**src/rtl/uart_bus_bridge_if.sv**
```systemverilog
// uart_bus_bridge_if: single-word valid/ready data-memory bus between an initiator and a slave
`ifndef RISCV_ADDR_WIDTH
`define RISCV_ADDR_WIDTH 32
`endif
`ifndef RISCV_WORD_WIDTH
`define RISCV_WORD_WIDTH 32
`endif
interface uart_bus_bridge_if;
  logic                         valid_o;
  logic                         ready_i;
  logic [`RISCV_ADDR_WIDTH-1:0] addr_o;
  logic [`RISCV_WORD_WIDTH-1:0] wdata_o;
  logic [3:0]                   we_o;
  logic [`RISCV_WORD_WIDTH-1:0] rdata_i;
  modport master (output valid_o, addr_o, wdata_o, we_o, input ready_i, rdata_i);
  modport slave  (input valid_o, addr_o, wdata_o, we_o, output ready_i, rdata_i);
endinterface

```
**src/rtl/uart_bus_bridge.sv**
```systemverilog
// uart_bus_bridge: UART byte-stream command parser driving single-word bus reads/writes.
// Optional trailing XOR checksum byte per command when UART_BUS_BRIDGE_CSUM_EN is defined.
`ifndef RISCV_ADDR_WIDTH
`define RISCV_ADDR_WIDTH 32
`endif
`ifndef RISCV_WORD_WIDTH
`define RISCV_WORD_WIDTH 32
`endif
module uart_bus_bridge #(
  parameter int TIMEOUT = 1000000
) (
  input  logic              clk,
  input  logic              rst_n,
  input  logic              rx_valid_i,
  input  logic [7:0]        rx_byte_i,
  output logic              tx_start_o,
  output logic [7:0]        tx_byte_o,
  input  logic              tx_busy_i,
  output logic              busy_o,
  uart_bus_bridge_if.master bus
);
  localparam int TW = TIMEOUT > 1 ? $clog2(TIMEOUT + 1) : 1;
  localparam logic [7:0] OP_W = 8'h57, OP_R = 8'h52, RSP_K = 8'h4B, RSP_E = 8'h45;
`ifdef UART_BUS_BRIDGE_CSUM_EN
  typedef enum logic [2:0] {S_IDLE, S_ADDR, S_DATA, S_BUS, S_RESP, S_CSUM} state_t;
  localparam state_t S_LAST = S_CSUM;
  logic [7:0] csum_q;
`else
  typedef enum logic [2:0] {S_IDLE, S_ADDR, S_DATA, S_BUS, S_RESP} state_t;
  localparam state_t S_LAST = S_BUS;
`endif
  state_t                       state_q;
  logic [1:0]                   cnt_q;
  logic                         wr_q, err_q, valid_q, tx_start_q;
  logic [3:0]                   we_q;
  logic [`RISCV_ADDR_WIDTH-1:0] addr_q;
  logic [`RISCV_WORD_WIDTH-1:0] wdata_q, rsp_q;
  logic [7:0]                   tx_byte_q, rsp_d;
  logic [TW-1:0]                tmo_q, tmo_d;
  logic                         expire, rsp_last;
  assign tmo_d    = &tmo_q ? tmo_q : tmo_q + 1'b1;
  assign expire   = (TIMEOUT != 0) && (tmo_q == TW'(TIMEOUT - 1));
  assign rsp_d    = err_q ? RSP_E : wr_q ? RSP_K : rsp_q[{cnt_q, 3'b000} +: 8];
  assign rsp_last = err_q || wr_q || cnt_q == 2'd3;
  assign busy_o      = state_q != S_IDLE;
  assign tx_start_o  = tx_start_q;
  assign tx_byte_o   = tx_byte_q;
  assign bus.valid_o = valid_q;
  assign bus.addr_o  = addr_q;
  assign bus.wdata_o = wdata_q;
  assign bus.we_o    = we_q;
  always_ff @(posedge clk) begin
    if (!rst_n) begin
      state_q    <= S_IDLE;
      cnt_q      <= '0;
      wr_q       <= 1'b0;
      err_q      <= 1'b0;
      valid_q    <= 1'b0;
      tx_start_q <= 1'b0;
      we_q       <= '0;
      addr_q     <= '0;
      wdata_q    <= '0;
      rsp_q      <= '0;
      tx_byte_q  <= '0;
      tmo_q      <= '0;
`ifdef UART_BUS_BRIDGE_CSUM_EN
      csum_q     <= '0;
`endif
    end else begin
      tx_start_q <= 1'b0;
      case (state_q)
        S_IDLE: if (rx_valid_i && (rx_byte_i == OP_W || rx_byte_i == OP_R)) begin
          state_q <= S_ADDR;
          wr_q    <= rx_byte_i == OP_W;
          err_q   <= 1'b0;
          cnt_q   <= '0;
          tmo_q   <= '0;
`ifdef UART_BUS_BRIDGE_CSUM_EN
          csum_q  <= rx_byte_i;
`endif
        end
        S_ADDR, S_DATA: if (rx_valid_i) begin
          if (state_q == S_ADDR) addr_q[{cnt_q, 3'b000} +: 8] <= rx_byte_i;
          else wdata_q[{cnt_q, 3'b000} +: 8] <= rx_byte_i;
          cnt_q <= cnt_q + 1'b1;
          tmo_q <= '0;
`ifdef UART_BUS_BRIDGE_CSUM_EN
          csum_q <= csum_q ^ rx_byte_i;
`endif
          if (cnt_q == 2'd3) state_q <= (state_q == S_ADDR && wr_q) ? S_DATA : S_LAST;
        end else if (expire) state_q <= S_IDLE;
        else tmo_q <= tmo_d;
`ifdef UART_BUS_BRIDGE_CSUM_EN
        S_CSUM: if (rx_valid_i) begin
          state_q <= rx_byte_i == csum_q ? S_BUS : S_RESP;
          err_q   <= rx_byte_i != csum_q;
          cnt_q   <= '0;
        end else if (expire) state_q <= S_IDLE;
        else tmo_q <= tmo_d;
`endif
        S_BUS: if (valid_q && bus.ready_i) begin
          valid_q <= 1'b0;
          we_q    <= '0;
          rsp_q   <= bus.rdata_i;
          cnt_q   <= '0;
          state_q <= S_RESP;
        end else if (!valid_q) begin
          valid_q <= 1'b1;
          we_q    <= wr_q ? 4'hF : 4'h0;
        end
        // the one-cycle guard after each pulse hides the transmitter's busy latency
        S_RESP: if (!tx_busy_i && !tx_start_q) begin
          tx_start_q <= 1'b1;
          tx_byte_q  <= rsp_d;
          cnt_q      <= cnt_q + 1'b1;
          if (rsp_last) state_q <= S_IDLE;
        end
        default: state_q <= S_IDLE;
      endcase
    end
  end
endmodule

```
**src/flat_wrapper.sv**
```systemverilog
// flat-port wrapper written by rule: the top's interface ports become plain ports
module uart_bus_bridge_flat 
#(
  parameter int TIMEOUT = 1000000
)
  (clk, rst_n, rx_valid_i, rx_byte_i, tx_start_o, tx_byte_o, tx_busy_i, busy_o, bus_valid_o, bus_addr_o, bus_wdata_o, bus_we_o, bus_ready_i, bus_rdata_i);
  uart_bus_bridge_if bus_i ();
  input  logic clk;
  input  logic rst_n;
  input  logic rx_valid_i;
  input  logic [7:0] rx_byte_i;
  output logic tx_start_o;
  output logic [7:0] tx_byte_o;
  input  logic tx_busy_i;
  output logic busy_o;
  output wire logic [$bits(bus_i.valid_o)-1:0] bus_valid_o;
  output wire logic [$bits(bus_i.addr_o)-1:0] bus_addr_o;
  output wire logic [$bits(bus_i.wdata_o)-1:0] bus_wdata_o;
  output wire logic [$bits(bus_i.we_o)-1:0] bus_we_o;
  input wire logic [$bits(bus_i.ready_i)-1:0] bus_ready_i;
  input wire logic [$bits(bus_i.rdata_i)-1:0] bus_rdata_i;
  assign bus_valid_o = bus_i.valid_o;
  assign bus_addr_o = bus_i.addr_o;
  assign bus_wdata_o = bus_i.wdata_o;
  assign bus_we_o = bus_i.we_o;
  assign bus_i.ready_i = bus_ready_i;
  assign bus_i.rdata_i = bus_rdata_i;
  uart_bus_bridge #(.TIMEOUT(TIMEOUT)) u_core (.clk(clk), .rst_n(rst_n), .rx_valid_i(rx_valid_i), .rx_byte_i(rx_byte_i), .tx_start_o(tx_start_o), .tx_byte_o(tx_byte_o), .tx_busy_i(tx_busy_i), .busy_o(busy_o), .bus(bus_i));
endmodule
```
**config.mk**
```make
export PLATFORM = sky130hd
export DESIGN_NAME = uart_bus_bridge_flat
export DESIGN_NICKNAME = d
export VERILOG_FILES = /design/src/rtl/uart_bus_bridge_if.sv /design/src/rtl/uart_bus_bridge.sv /design/src/flat_wrapper.sv
export SDC_FILE = /design/constraint.sdc
export NUM_CORES = 1
export LEC_CHECK = 0
export BUFFER_PORTS_ARGS = -buffer_cell sky130_fd_sc_hd__buf_2
export CAP_MARGIN = 40
export CORE_MARGIN = 1.5
export CORE_UTILIZATION = 58
export CTS_CLUSTER_DIAMETER = 150
export DETAILED_ROUTE_END_ITERATION = 10
export PLACE_DENSITY = 0.9
export SLEW_MARGIN = 20
export SYNTH_ARGS = -nofsm -noshare
export SYNTH_HDL_FRONTEND = slang
export SYNTH_SLANG_ARGS = --single-unit
```
**constraint.sdc**
```tcl
create_clock -name clk -period 6.61 [get_ports clk]
set_clock_uncertainty 0.05 [all_clocks]
set_input_delay 1.983 -clock clk [delete_from_list [all_inputs] [get_ports clk]]
set_output_delay 1.983 -clock clk [all_outputs]
set_load 0.005 [all_outputs]
```
==> key figures, run 1 <==
Logic synthesis
  • Top post-synthesis cells by area: dfxtp_1, nand2_1, a21oi_1
  • Syn Nets: 748
  • Post-synth EDFFs: 0
  • Async set or reset register ratio after synthesis: 0
  • Post-Syn Area per Cell: roughly 8.2 um2
  • Sequential share of the synthesized area: 0.466
  • Post-synth top area share: 0.466
  • Number of synthesized register bits: around 130
  • Mapped cell area: 0.00572 mm2
  • Post-synth top area cell: dfxtp_1
  • Top FF cell, synth: dfxtp_1
  • Distinct cells, synth: 53
  • Cells after Synth: 697
  • Yosys Warn Count: 0

GRT
  • Total GRT Usage: 0.297
  • First-pass GRT wire length: 24.2 mm
  • Largest net degree at the start of global routing: 68
  • Grt ovf: 0
  • Vias in the first global route: 4955
  • Initial antenna violation count: 0

Timing
  • Worst slew margin: 0.476
  • Slew @ Worst Pin: 0.785 ns
  • RSZ-0062 raised after global routing: no
  • Max Slew Vio Count: 0
  • Post-route setup TNS: 0 ns
  • Fin crit share: 0.558
  • FMAX: 271 MHz
  • Final Hold Fails: 0
  • Finish-stage setup viols: 0
  • Final min period: 3.69 ns

Die
  • Initial Util: 0.590
  • Io pins: between 100 and 150
  • Core Footprint: 0.00968 mm2
  • Die height: 102 um
  • Chip Width: 102 um
  • Rows: 36
  • Die area: 0.0105 mm2

Place
  • Cell area after placement: 0.00635 mm2
  • Gpl congestion: about 0.9
  • Post-DP HPWL: 10.3 mm
  • Buffers on Ports: between 100 and 150

Clocking
  • Root Buffer Master: clkbuf_8
  • Clock buffer count from CTS: 17
  • CTS resizes: 0
  • Max Buffers Root-to-Sink: 2
  • Post-CTS setup buffer count: 0
  • Clock sink count: between 100 and 150
  • Clock slew seen by the registers of the worst setup and hold paths: 0.06 ns
  • H-tree depth: 4
  • CTS Hold Bufs: 0
  • Later-pin clock latency in the skew report: 0.52 ns
  • TritonCTS clock tree: built

Routing
  • Post-DRT Antenna Nets: 0
  • Met3 wire length: 1.43 mm
  • M1 wire length: around 6.3 mm
  • Post-DR vias/cell: 6.04
  • Total Wirelength: 15.5 mm
  • Drc violations: 0
  • Detailed Routing Iterations Pass 1: 8
  • Top sig layer: met4
  • DR WL met2: between 7 and 8 mm
  • Via count: between 5000 and 6000
  • WL/cell: 16.5 um
  • Initial DRC Count: 609

Power and ir drop
  • P per Cell Area: 302 mW/mm2
  • Peak VDD IR: between 200 and 300 uV
  • Pleak: 2.68 nW
  • Total power: 2.11 mW

Hold path
  • Min-Delay Path Class: flip-flop to flip-flop

Critical path
  • Critical Path Sink Type: primary output
  • CP Class: flip-flop to primary output
  • Crit path DAT: 1.65 ns
  • Critical Path Fanout Max: 14
  • Crit start category: flip-flop
  • CP required: roughly 4.6 ns

Cells and area
  • Post-route cell area: 0.00697 mm2
  • Layout net count: 841
  • Layout cells sized above 1: 0.232
  • Most common cell after layout, fill and taps aside: nand2_1
  • Most frequent cells in the layout: nand2_1, dfxtp_1, buf_2
  • Layout area overhead: 21.8%
  • Filler cell count in the final layout: roughly 660

Job
  • Max-cap viol count: 0

Status
  • Outcome: complete, no violations
-- registers in the layout (all words and copies together) (netlist names) --
register	count
u_core.state_q	3
u_core.bus.we_o	1
u_core.bus.wdata_o	32
u_core.rsp_q	32
u_core.cnt_q	2
u_core.bus.valid_o	1
u_core.bus.addr_o	32
u_core.wr_q	1
u_core.tmo_q	20
u_core.tx_byte_o	8
u_core.tx_start_o	1
-- per-layer routing --
| metal | up-vias | GRT usage |
|---|---|---|
| met5 | - | 0 |
| li1 | 2654 | - |
| met1 | 2643 | 0.392 |
| met3 | 34 | 0.0759 |
| met2 | 332 | 0.468 |
| met4 | 0 | 0.121 |
-- final cells by class --
type	instances	area (um2)	area share
Clock buffer	19	442	0.0634
Tap cell	133	166	0.0239
Timing Repair Buffer	137	737	0.106
Inverter	6	22.5	0.00323
Clock inverter	13	155	0.0223
Antenna cell	1	2.50	0.000359
Multi-Input combinational cell	495	2780	0.399
Sequential cell	133	2660	0.382
-- critical path: stages, from the launching register on --
cell     delay [ns]
dfxtp_1        0.44
or3_1          0.51
buf_2          0.18
-- metrics by stage --
stage	hold slack (ns)	instances	utilization	setup slack (ns)
CTS	0.403	935	0.718	2.93
detailed placement	0.395	903	0.656	2.66
global placement	0.389	897	0.650	2.58
global route	0.425	936	0.719	2.87
finish	0.397	937	0.719	2.92
floorplan	0.383	697	-	2.96
-- path summary, 6_finish.rpt --
kind / start / to / slack, ns / cells past startpoint
setup / recovery: u_core.state_q[2] / busy_o / 2.92 / 2
hold / removal: u_core.bus.addr_o[14] / u_core.bus.addr_o[14] / 0.40 / 2
setup reg to reg: u_core.cnt_q[1] / u_core.bus.addr_o[1] / 4.02 / 6
hold reg to reg: u_core.bus.addr_o[14] / u_core.bus.addr_o[14] / 0.40 / 2
-- cell usage after synthesis, drive strengths merged (2+ instances only) --
cell type	instances
nand2	142
dfxtp	133
a21oi	87
nand3	61
clkbuf	48
nor2	45
a22oi	20
buf	15
o21ai	15
and2	11
nor3	10
a31oi	8
mux4	8
o311ai	7
and4	6
ha	6
o31ai	6
a311oi	5
and3	5
inv	5
nand4	5
nor4bb	5
or3	5
a21o	3
a41oi	3
a211oi	2
a32oi	2
mux2i	2
nor3b	2
nor4b	2
o21a	2
o221a	2
o22ai	2
o41ai	2
or3b	2
-- logic make-up (layout without fill, tap and decap cells) --
| logic type | after synthesis | after routing | share of synthesized area |
|---|---|---|---|
| AND/OR/NAND/NOR | 306 | 306 | 0.249 |
| AO/OA/AOI/OAI | 170 | 170 | 0.183 |
| flip-flops | 133 | 133 | 0.466 |
| buffers and inverters | 69 | 175 | 0.0497 |
| multiplexers | 11 | 11 | 0.0370 |
| adder cells (fa/ha/maj) | 6 | 6 | 0.0131 |
| XOR/XNOR | 2 | 2 | 0.00306 |
| other | 0 | 1 | 0 |
-- where the power goes --
part / switching [mW] / internal [mW]
combinational: 0.191 / 0.122
sequential: 0.0336 / 0.822
clock: 0.346 / 0.592
Note: power is estimated with default switching activity, not from simulation.
==> run 2: changes to the inputs <==
Settings changed: CORE_UTILIZATION 58 to 54, PLACE_DENSITY 0.9 to 0.85.
Clock period 6.61 ns to 3.6 ns, I/O delays scaled along.
==> key figures, run 2 (synthesis results as in run 1) <==
Timing
  • Finish-stage setup viols: 0 (unchanged)
  • Fin crit share: 0.778
  • Post-route setup TNS: 0 ns (unchanged)
  • Slew @ Worst Pin: 0.626 ns (-0.159 ns)
  • Final Hold Fails: 0 (unchanged)
  • Max Slew Vio Count: 0 (unchanged)
  • Final min period: 2.80 ns
  • Worst slew margin: 0.582 (+0.106)
  • FMAX: roughly 360 MHz
  • Post-layout worst setup margin: 0.800 ns (-2.12 ns)
  • RSZ-0062 raised after global routing: no

Hold path
  • HP Start: u_core.bus.wdata_o[31]
  • Min-Delay Path Class: flip-flop to flip-flop

Die
  • Die area: 0.0112 mm2 (+7.2%)
  • Io pins: 124 (unchanged)
  • Initial Util: 0.556 (-0.0341)
  • Chip Width: 106 um (+3.5%)
  • Rows: 37 (+2.8%)
  • Core Footprint: 0.0103 mm2 (+6.1%)
  • Die height: 106 um (+3.5%)

Critical path
  • Reg-to-reg critical path startpoint: u_core.state_q[1]
  • CP required: 2.47 ns (-2.11 ns)
  • Critical Path End: busy_o
  • CP Class: flip-flop to primary output
  • Critical Path Sink Type: primary output
  • Crit path DAT: 1.67 ns (+0.02 ns)
  • Worst R2R End: u_core.tmo_q[13]
  • Critical path origin: u_core.state_q[2]
  • Reg2reg setup slack: 1.16 ns (-2.86 ns)
  • Critical Path Fanout Max: 14 (unchanged)
  • FF-to-FF path depth: 5 (-1)
  • Crit start category: flip-flop

Clocking
  • CTS Hold Bufs: 0 (unchanged)
  • Max Buffers Root-to-Sink: 2 (unchanged)
  • TritonCTS clock tree: built
  • Later-pin clock latency in the skew report: 0.53 ns (about the same)
  • CTS resizes: 0 (unchanged)
  • Clock sink count: 133 (unchanged)
  • Clock buffer count from CTS: 17 (unchanged)
  • Post-CTS setup buffer count: 0 (unchanged)
  • H-tree depth: 4 (unchanged)
  • Clock slew seen by the registers of the worst setup and hold paths: 0.06 ns (about the same)
  • Root Buffer Master: clkbuf_8

Cells and area
  • Core Util, Final: 0.674 (-0.0450)
  • Diode count: 0 (-1)
  • Most common cell after layout, fill and taps aside: nand2_1
  • Most frequent cells in the layout: nand2_1, dfxtp_1, buf_2
  • Filler cell count in the final layout: 808 (+22%)
  • Layout cells sized above 1: 0.229 (-0.00249)
  • Layout net count: 841 (unchanged)
  • Post-Layout Cell Count: 939 (+0.21%)
  • Layout area overhead: 21.2%
  • Post-route cell area: 0.00693 mm2 (-0.52%)

Routing
  • Post-DR vias/cell: 6.00 (-0.71%)
  • Drc violations: 0 (unchanged)
  • WL/cell: 16.7 um (+1.1%)
  • Via count: 5635 (-0.49%)
  • Post-DRT Antenna Nets: 0 (unchanged)
  • Total Wirelength: 15.7 mm (+1.4%)
  • Initial DRC Count: 585 (-3.9%)
  • Detailed Routing Iterations Pass 1: 6 (-2)

GRT
  • Total GRT Usage: 0.284 (-0.0138)
  • Vias in the first global route: 5337 (+7.7%)
  • Grt ovf: 0 (unchanged)
  • Largest net degree at the start of global routing: 115 (+69%)
  • First-pass GRT wire length: 25.5 mm (+5.3%)
  • Initial antenna violation count: 0 (unchanged)

Place
  • Gpl congestion: 0.868 (-3.2%)
  • Buffers on Ports: 123 (unchanged)
  • Post-DP HPWL: 10.3 mm (+0.48%)
  • Cell area after placement: 0.00636 mm2 (+0.18%)
  • Placed cells: 907 (+0.44%)
  • Setup slack at placement: 0.596 ns (-2.06 ns)

Status
  • Outcome: complete, no violations

Power and ir drop
  • P per Cell Area: 547 mW/mm2 (+81%)
  • Pleak: 2.66 nW (-0.86%)
  • Peak VDD IR: 318 uV (+20%)

Job
  • Max-cap viol count: 0 (unchanged)
[run 2: worst min path at each step]
stage          slack (ns)                      to  cells after the start
3_3_place_gp         0.39         u_core.rsp_q[4]                      2
5_1_grt              0.42  u_core.bus.wdata_o[31]                      2
2_1_floorplan        0.38        u_core.rsp_q[16]                      2
3_5_place_dp         0.39  u_core.bus.wdata_o[31]                      2
6_report             0.40  u_core.bus.wdata_o[31]                      2
4_1_cts              0.40  u_core.bus.wdata_o[31]                      2
[run 2: cell type report]
class | instances | area, um2 | share of cell area
tap | 136 | 170 | 0.0246
timing repair buffer | 137 | 733 | 0.106
multi-input combinational | 495 | 2770 | 0.400
inverter | 6 | 23.8 | 0.00343
clock buffer | 20 | 435 | 0.0628
sequential | 133 | 2660 | 0.384
clock inverter | 12 | 131 | 0.0190
[run 2: power breakdown]
| part | switching [mW] | internal, mW |
|---|---|---|
| clock | 0.652 | 1.00 |
| sequential | 0.0494 | 1.51 |
| combinational | 0.355 | 0.222 |
[run 2: worst max-delay path, cell delays in order (launching register included)]
cell,delay [ns]
dfxtp_1,0.45
or3_1,0.51
buf_2,0.18
[run 2: per-layer routing]
metal	routed length, um	track usage
met1	6620	0.376
met2	7310	0.436
met3	1330	0.0736
met4	436	0.127
met5	0	0
[run 2: metrics by stage]
step,power [mW],hold WS [ns]
2_1_floorplan,1.98,0.383
3_3_place_gp,2.12,0.390
3_5_place_dp,2.15,0.394
4_1_cts,3.78,0.402
5_1_grt,3.92,0.417
6_report,3.79,0.401
